$ cat src/rtl/i2c_bit_ctrl.sv
// rtl/i2c_bit_ctrl.sv - I2C bit-level controller; `define I2C_CLK_STRETCH_EN lets a slave stretch PH_B via scl_i
module i2c_bit_ctrl #(
  parameter int DIV_W = 8
) (
  input  logic             mclk,
  input  logic             rst,
  input  logic [DIV_W-1:0] clk_div,
  input  logic [2:0]       cmd,
  input  logic             cmd_valid,
  output logic             cmd_ready,
  input  logic             wr_bit,
  output logic             rd_bit,
  output logic             done,
  output logic             busy,
  output logic             arb_lost,
  output logic             scl_oe,
  output logic             sda_oe,
  input  logic             scl_i,
  input  logic             sda_i
);

  localparam logic [2:0] CMD_START = 3'b001;
  localparam logic [2:0] CMD_STOP  = 3'b010;
  localparam logic [2:0] CMD_WRITE = 3'b011;
  localparam logic [2:0] CMD_READ  = 3'b100;

  typedef enum logic [2:0] {IDLE, PH_A, PH_B, PH_C, PH_D} state_t;

  state_t           r_state;
  logic [DIV_W-1:0] r_cnt;
  logic [DIV_W-1:0] r_div;
  logic [2:0]       r_cmd;
  logic             r_wr_bit;
  logic             r_scl_oe;
  logic             r_sda_oe;
  logic             r_busy;
  logic             r_done;
  logic             r_arb_lost;
  logic             r_rd_bit;

  state_t           w_state_nxt;
  logic [DIV_W-1:0] w_cnt_nxt;
  logic [2:0]       w_cmd;
  logic             w_wr;
  logic             w_accept;
  logic             w_is_op;
  logic             w_hold;
  logic             w_last;
  logic             w_scl_nxt;
  logic             w_sda_nxt;
  logic             w_busy_nxt;
  logic             w_done_nxt;
  logic             w_arb_nxt;
  logic             w_rd_nxt;

  assign w_accept = (r_state == IDLE) && cmd_valid;
  assign w_is_op  = (cmd >= CMD_START) && (cmd <= CMD_READ);
  // Output decode must see the incoming command on the acceptance cycle itself
  assign w_cmd    = w_accept ? cmd : r_cmd;
  assign w_wr     = w_accept ? wr_bit : r_wr_bit;

`ifdef I2C_CLK_STRETCH_EN
  assign w_hold = (r_state == PH_B) && !scl_i;
`else
  logic w_unused_scl;
  assign w_unused_scl = scl_i;
  assign w_hold       = 1'b0;
`endif

  assign w_last = (r_cnt == r_div) && !w_hold;

  always_comb begin
    w_state_nxt = r_state;
    w_cnt_nxt   = r_cnt;
    w_busy_nxt  = r_busy;
    w_done_nxt  = 1'b0;
    w_arb_nxt   = 1'b0;
    w_rd_nxt    = r_rd_bit;
    if (r_state != IDLE) begin
      if (w_last)
        w_cnt_nxt = '0;
      else if (!w_hold)
        w_cnt_nxt = r_cnt + 1'b1;
    end
    case (r_state)
      IDLE: begin
        if (w_accept) begin
          if (w_is_op) begin
            w_state_nxt = PH_A;
            w_cnt_nxt   = '0;
          end else begin
            w_done_nxt = 1'b1;
          end
        end
      end
      PH_A: if (w_last) w_state_nxt = PH_B;
      PH_B: if (w_last) w_state_nxt = PH_C;
      PH_C: begin
        if (w_last) begin
          if (r_cmd == CMD_READ)
            w_rd_nxt = sda_i;
          // Released SDA seen low while SCL is high: another master owns the bus
          if ((r_cmd == CMD_WRITE) && r_wr_bit && !sda_i) begin
            w_state_nxt = IDLE;
            w_arb_nxt   = 1'b1;
            w_busy_nxt  = 1'b0;
          end else begin
            w_state_nxt = PH_D;
          end
        end
      end
      PH_D: begin
        if (w_last) begin
          w_state_nxt = IDLE;
          w_done_nxt  = 1'b1;
          if (r_cmd == CMD_START)
            w_busy_nxt = 1'b1;
          else if (r_cmd == CMD_STOP)
            w_busy_nxt = 1'b0;
        end
      end
      default: w_state_nxt = IDLE;
    endcase
  end

  always_comb begin
    w_scl_nxt = r_scl_oe;
    w_sda_nxt = r_sda_oe;
    if (w_arb_nxt) begin
      w_scl_nxt = 1'b0;
      w_sda_nxt = 1'b0;
    end else if (w_state_nxt != IDLE) begin
      case (w_cmd)
        CMD_START: begin
          // PH_A keeps SCL as-is so a repeated START does not glitch it
          if (w_state_nxt != PH_A)
            w_scl_nxt = (w_state_nxt == PH_D);
          w_sda_nxt = (w_state_nxt == PH_C) || (w_state_nxt == PH_D);
        end
        CMD_STOP: begin
          w_scl_nxt = (w_state_nxt == PH_A);
          w_sda_nxt = (w_state_nxt == PH_A) || (w_state_nxt == PH_B);
        end
        CMD_WRITE: begin
          w_scl_nxt = (w_state_nxt == PH_A) || (w_state_nxt == PH_D);
          w_sda_nxt = ~w_wr;
        end
        CMD_READ: begin
          w_scl_nxt = (w_state_nxt == PH_A) || (w_state_nxt == PH_D);
          w_sda_nxt = 1'b0;
        end
        default: begin
          w_scl_nxt = r_scl_oe;
          w_sda_nxt = r_sda_oe;
        end
      endcase
    end
  end

  always_ff @(posedge mclk or negedge rst) begin
    if (!rst) begin
      r_state    <= IDLE;
      r_cnt      <= '0;
      r_div      <= '0;
      r_cmd      <= 3'b000;
      r_wr_bit   <= 1'b0;
      r_scl_oe   <= 1'b0;
      r_sda_oe   <= 1'b0;
      r_busy     <= 1'b0;
      r_done     <= 1'b0;
      r_arb_lost <= 1'b0;
      r_rd_bit   <= 1'b0;
    end else begin
      r_state    <= w_state_nxt;
      r_cnt      <= w_cnt_nxt;
      r_scl_oe   <= w_scl_nxt;
      r_sda_oe   <= w_sda_nxt;
      r_busy     <= w_busy_nxt;
      r_done     <= w_done_nxt;
      r_arb_lost <= w_arb_nxt;
      r_rd_bit   <= w_rd_nxt;
      if (w_accept) begin
        r_cmd    <= cmd;
        r_wr_bit <= wr_bit;
        r_div    <= clk_div;
      end
    end
  end

  assign cmd_ready = (r_state == IDLE);
  assign rd_bit    = r_rd_bit;
  assign done      = r_done;
  assign busy      = r_busy;
  assign arb_lost  = r_arb_lost;
  assign scl_oe    = r_scl_oe;
  assign sda_oe    = r_sda_oe;

endmodule

$ cat config.mk
export PLATFORM = sky130hd
export DESIGN_NAME = i2c_bit_ctrl
export DESIGN_NICKNAME = d
export VERILOG_FILES = /design/src/rtl/i2c_bit_ctrl.sv
export SDC_FILE = /design/constraint.sdc
export NUM_CORES = 1
export LEC_CHECK = 0
export ABC_CLOCK_PERIOD_IN_PS = 1850
export BUFFER_PORTS_ARGS = -buffer_cell sky130_fd_sc_hd__buf_4
export CORE_MARGIN = 5
export CORE_UTILIZATION = 50
export CTS_CLUSTER_SIZE = 12
export DETAILED_ROUTE_END_ITERATION = 8
export PLACE_DENSITY = 0.74
export SLEW_MARGIN = 30
export SYNTH_ARGS = -nofsm -noshare
export SYNTH_HDL_FRONTEND = slang
export SYNTH_SLANG_ARGS = --single-unit
$ cat constraint.sdc
create_clock -name mclk -period 1.85 [get_ports mclk]
set_input_delay 0.185 -clock mclk [delete_from_list [all_inputs] [get_ports mclk]]
set_output_delay 0.185 -clock mclk [all_outputs]
set_load 0.02 [all_outputs]
# Word-level counts from Yosys, hierarchy flattened
# Cells that the tools add are included.
# classes
n_eq_ne	23
bitwise	1
n_mux	35
n_lt_le_gt_ge	2
n_reduce_logical	20
n_addsub	1
# ops
operator	n
8-bit 2-to-1 mux	5
3-bit by 2-bit equality test with 1-bit output, second input constant	8
3-bit 2-to-1 mux	8
1-bit 2-to-1 mux	17
3-bit case mux with 5 select lines	1
3-bit by 1-bit equality test with 1-bit output, second input constant	4
3-bit equality test, second input constant	4
8-bit by 1-bit adder with 8-bit output, second input constant	1
8-bit equality test	1
2-bit inequality test, second input constant	3
3-bit inequality test, second input constant	2
3-bit AND reduction	2
3-bit nonzero test	2
5-bit AND reduction	1
5-bit nonzero test	1
1-bit logical AND	4
1-bit case mux with 2 select lines	2
1-bit case mux with 4 select lines	1
2-bit nonzero test	2
4-bit nonzero test	1
3-bit by 1-bit greater-or-equal comparator with 1-bit output, second input constant	1
3-bit <= comparator, second input constant	1
3-bit zero test	1
1-bit logical OR	3
6 further kinds	6
# totals
register_bits	29
elab_cells	93

# Depth between registers and ports, before layout
# depth
depth_word	11
ltp_mapped	9
mapped_depth_nobuf	7

# Least setup slack after synthesis
# No wires, ideal clock.
# synth_path
path_kind	register -> register
startpoint	register r_state[2]
endpoint	register r_scl_oe (netlist: scl_oe)
slack_ps	-65
path_buffers	0
path_stages_with_launch	8
t_arrival_ps	1790
setup_ps	125
path_cell_list	dfrtp_1 -> or3_4 -> clkinv_2 -> nand2_2 -> nor3b_2 -> o21ai_1 -> o211ai_2 -> mux2_4
# synth_between
elab_chain_cells	9
# synth_lines
item	line_no	source
start: declaration	29	state_t r_state;
start signal: assignment	174	r_state <= w_state_nxt;
3-bit zero test *	--	
named net cmd_ready	10	output logic cmd_ready,
1-bit logical AND	56	assign w_accept = (r_state == IDLE) && cmd_valid;
3-bit 2-to-1 mux	87	if (w_accept) begin
3-bit case mux with 5 select lines	85	case (r_state)
3-bit equality test or 3-bit by 1-bit equality test with 1-bit output (tied branches)	--	
1-bit 2-to-1 mux or 1-bit logical OR (tied branches)	136, 145, 149	
1-bit case mux with 3 select lines	133	case (w_cmd)
1-bit 2-to-1 mux	132	end else if (w_state_nxt != IDLE) begin
1-bit 2-to-1 mux	129	if (w_arb_nxt) begin
end signal: assignment	176	r_scl_oe <= w_scl_nxt;
end: declaration	34	logic r_scl_oe;
# The timed path passes the listed nets; every way through them passes the cells marked *. The select of a mux whose other input is x is not followed.
# A chain may end at the register's enable or synchronous reset.

# Worst setup path after layout
# layout_path
startpoint	register r_state[0]
endpoint	register r_scl_oe (netlist: scl_oe)
# layout_between
elab_chain_cells	9
# layout_lines
item	line_no
3-bit zero test	56, 85
1-bit logical AND	56
3-bit 2-to-1 mux	87
3-bit case mux with 5 select lines	85
3-bit equality test or 3-bit by 1-bit equality test with 1-bit output (tied branches)	--
1-bit 2-to-1 mux or 1-bit logical OR (tied branches)	136, 145, 149
1-bit case mux with 3 select lines	133
1-bit 2-to-1 mux	132
1-bit 2-to-1 mux	129
# Parallel ways exist; a longest one is shown, timed or not. The select of a mux whose other input is x is not followed.

==> summary.txt <==
Timing
  – Final setup fails: 3
  – RSZ-0062 raised after global routing: true
  – Min Tclk post-route: 2.040 ns
  – Total Neg Setup Slack: -0.3684 ns
  – Final Skew: 0.01207 ns
  – Final hold vios: 0
  – Max-slew violations: 0
  – Min setup slack post-route: -0.1898 ns
  – Worst Tran Pin Value: 0.3607 ns
  – Slew headroom: 75.95%
  – Max Freq: 490.3 MHz
  – Crit share post-route: 110.3%

Place
  – Buffers added on ports: 22
  – Post-DP HPWL: 2.928 mm
  – GPL Wtd Cong: 0.9789

Global routing
  – Total track usage: 21.11%
  – Met1 Resource Use GR: 28.45%
  – GR peak layer: met2
  – Initial antenna violation count: 0
  – GRT met3 Usage: 4.538%
  – Overflow after GRT: 0
  – Met2 usage: 32.66%
  – Largest net degree at the start of global routing: 30
  – First-pass GRT wire length: 7.182 mm
  – Vias in the first global route: 1563

Power and ir drop
  – Cell Int Power: 2.315 mW
  – Static leakage: 1.121 nW
  – Logic pwr share: 57.4%
  – Switching Share: 38.64%
  – Total power: 3.773 mW
  – Max rail drop VDD: 0.9660 mV
  – Seq pwr share: 28.2%
  – Clock power frac: 14.3%
  – Switching pwr: 1.458 mW
  – PD cells: 1563 nW/um^2

Outcome
  – Status: finished, violations left
  – Failing checks: negative setup slack

Logic synthesis
  – Distinct cells, synth: 46
  – Share of the synthesized area in the top cell type: 42.30%
  – Synth top area cells: dfrtp_1 42%, nand2_1 9.8%, xnor2_1 7.7%, nor2_1 3.1%, o21ai_0 2.6%
  – Register area share after synthesis: 42.30%
  – Top cell type by total area after synthesis: dfrtp_1
  – Cells after Synth: 197
  – Syn Area/Cell: 8.708 sq um
  – Syn Nets: 215
  – Synth Cell Area: 1715 sq um
  – YS warnings: 0
  – Seq cells post-synth: 29

Die
  – Die width: 68.57 um
  – I/O pins: 24
  – Chip Height: 68.57 um
  – Die area: 4702 sq um
  – Initial Util: 51.41%
  – Placement Rows: 21
  – Core Footprint: 3337 sq um

Clocking
  – Worst-skew pair later-pin latency: 0.35 ns
  – Clk buf depth: 2
  – Clock slew at reported path FFs: 0.11 ns
  – TritonCTS clock tree: built
  – H-tree Lvls: 2
  – CTS Sinks: 29
  – CTS buffer count: 5
  – CTS Root Cell: clkbuf_4

Routing
  – Drt wl/cell: 14.74 um
  – Detailed Route Iter0 Violations: 179
  – DRC viols: 0
  – DRT Pass-1 Iters: 4
  – Routed vias/inst: 5.350
  – WL final: 4.554 mm
  – Routed vias: 1653
  – Antenna-violating nets left: 0

Critical path
  – Critical path type: reg -> reg
  – Slowest CP cell: dfrtp_1
  – R2r endpoint: scl_oe
  – Crit-path cells: buf_4, or3_4, clkinv_4, nand2_4, nor3b_2, o21ai_2, o211ai_2, mux2_4
  – Worst Path Arrival: 2.27 ns
  – Largest incremental delay on the critical path: 0.43 ns
  – RR Startpoint: r_state[0]
  – CP Data Required Time: 2.08 ns
  – Startpoint types: flop
  – Worst Reg-to-Reg Cells: 8
  – Setup crit end kind: flop
  – Worst reg2reg setup slack: -0.19 ns
  – CP Max Fanout: 3

Hold path
  – Hold Path Depth: 3
  – Hold wc startpoint: clk_div[5]
  – Worst Hold End: r_div[5]
  – HP Class: in -> reg

Job
  – Max-cap viol count: 0

Cells and area
  – Commonest cells after routing, fill and taps aside: 55 x buf_4, 45 x nand2_1, 29 x dfrtp_1, 14 x xnor2_1, 13 x nor2_1
  – Syn-to-layout area delta: 40.70%
  – Layout fillers: 249
  – Seq. cell area: 725.7 sq um
  – Commonest non-fill, non-tap cell in the layout: buf_4
  – ANT cells: 0
  – Area of the multi-input gates: 985.9 sq um
  – Final Net Count: 280
  – Share of layout cells above drive strength 1: 35.74%
## cells in the mapped netlist (all sizes together)
cell and count:
o31ai 3, or3 3, ha 1, xnor2 15, nand4 5, nor2 14, nor4b 1, dfrtp 29
mux2 3, o21a 1, o211ai 2, a211oi 1, a21boi 1, buf 4, a21bo 1, o21ai 12
clkbuf 5, a22o 1, o31a 1, nor2b 2, a31oi 4, nor3 6, and2b 1, o21bai 1
clkinv 1, and2 7, nand2b 4, and3 2, nor3b 2, o2bb2a 1, nand3 5, nand2 46
mux2i 2, xor2 2, a21oi 5, inv 3
## cell families (layout without fill, tap and decap cells)
group / Yosys count / count (layout) / synth area share, %
and+or+nand+nor: 98 / 98 / 28.45
AOI/OAI and AO/OA: 34 / 34 / 13.06
DFF: 29 / 29 / 42.31
xor gates and xnor gates: 17 / 17 / 8.680
buffers and inverters: 13 / 79 / 3.427
muxes: 5 / 5 / 3.355
adders and majority gates: 1 / 1 / 0.7293
## metrics by stage
| stage | utilization, % | area, sq um | cells | hold slack, ns | worst slack, ns |
|---|---|---|---|---|---|
| after detailed placement | 64.27 | 2145 | 288 | 0.1280 | -0.1201 |
| final | 72.33 | 2414 | 309 | 0.01468 | -0.1898 |
| after CTS | 69.70 | 2326 | 304 | 0.01886 | -0.1255 |
| after floorplan | - | 1724 | 197 | -0.1106 | -0.01958 |
| after global placement | 64.27 | 2145 | 288 | 0.1307 | -0.1001 |
| after global routing | 72.33 | 2414 | 309 | 0.007786 | -0.2499 |
## routing by layer
| metal | part of all wire, % | up-vias |
|---|---|---|
| li1 | - | 807 |
| met1 | 44 | 761 |
| met2 | 46 | 64 |
| met3 | 6.5 | 21 |
| met4 | 3.4 | 0 |
| met5 | 0 | - |
## power groups by stage
stage,sequential [mW],clock (mW),combinational [mW]
2_1_floorplan,1.09,0,1.05
3_3_place_gp,1.06,0,1.73
3_5_place_dp,1.07,0,1.76
4_1_cts,1.06,0.548,1.97
5_1_grt,1.09,0.584,2.37
6_report,1.06,0.541,2.17
## final cells by class
class | instances | share of cell area [%]
multi-input cells | 155 | 40.85
inverters | 4 | 0.8294
repair buffers | 67 | 22.40
flip-flops and latches | 29 | 30.07
well taps | 46 | 2.385
clock buffers | 5 | 1.555
clock inverters | 3 | 1.918
## state kept, by name, summed over array words and instances, names as in the netlist, 3 cells and up
| name | cells |
|---|---|
| r_state | 3 |
| r_cnt | 8 |
| r_div | 8 |
| r_cmd | 3 |
## worst max-delay path, delay by kind of cell (launching register included)
family	cells	cell delay [ns]
compound gates	2	0.28
mux	1	0.31
simple gates	3	0.67
buf+inv	2	0.23
flops	1	0.43
## timing repair
item / CTS / global route
pin swaps: 4 / 7
setup buffers: 7 / 5
cloned: 0 / 1
hold endpoints to repair: 29 / 0
hold buffers: 1 / 0
setup endpoints to repair: 2 / 10
resized for setup: 9 / 11
## how the worst max path moves through the flow
stage,depth (start not counted),end,slack [ns],startpoint
after detailed placement,7,scl_oe,-0.12,r_state[0]
final,8,scl_oe,-0.19,r_state[0]
after global placement,7,scl_oe,-0.10,r_state[0]
after floorplan,7,scl_oe,-0.02,r_state[0]
after global routing,7,scl_oe,-0.25,r_state[0]
after CTS,6,scl_oe,-0.13,r_state[2]
(Power assumes the default switching activity.)
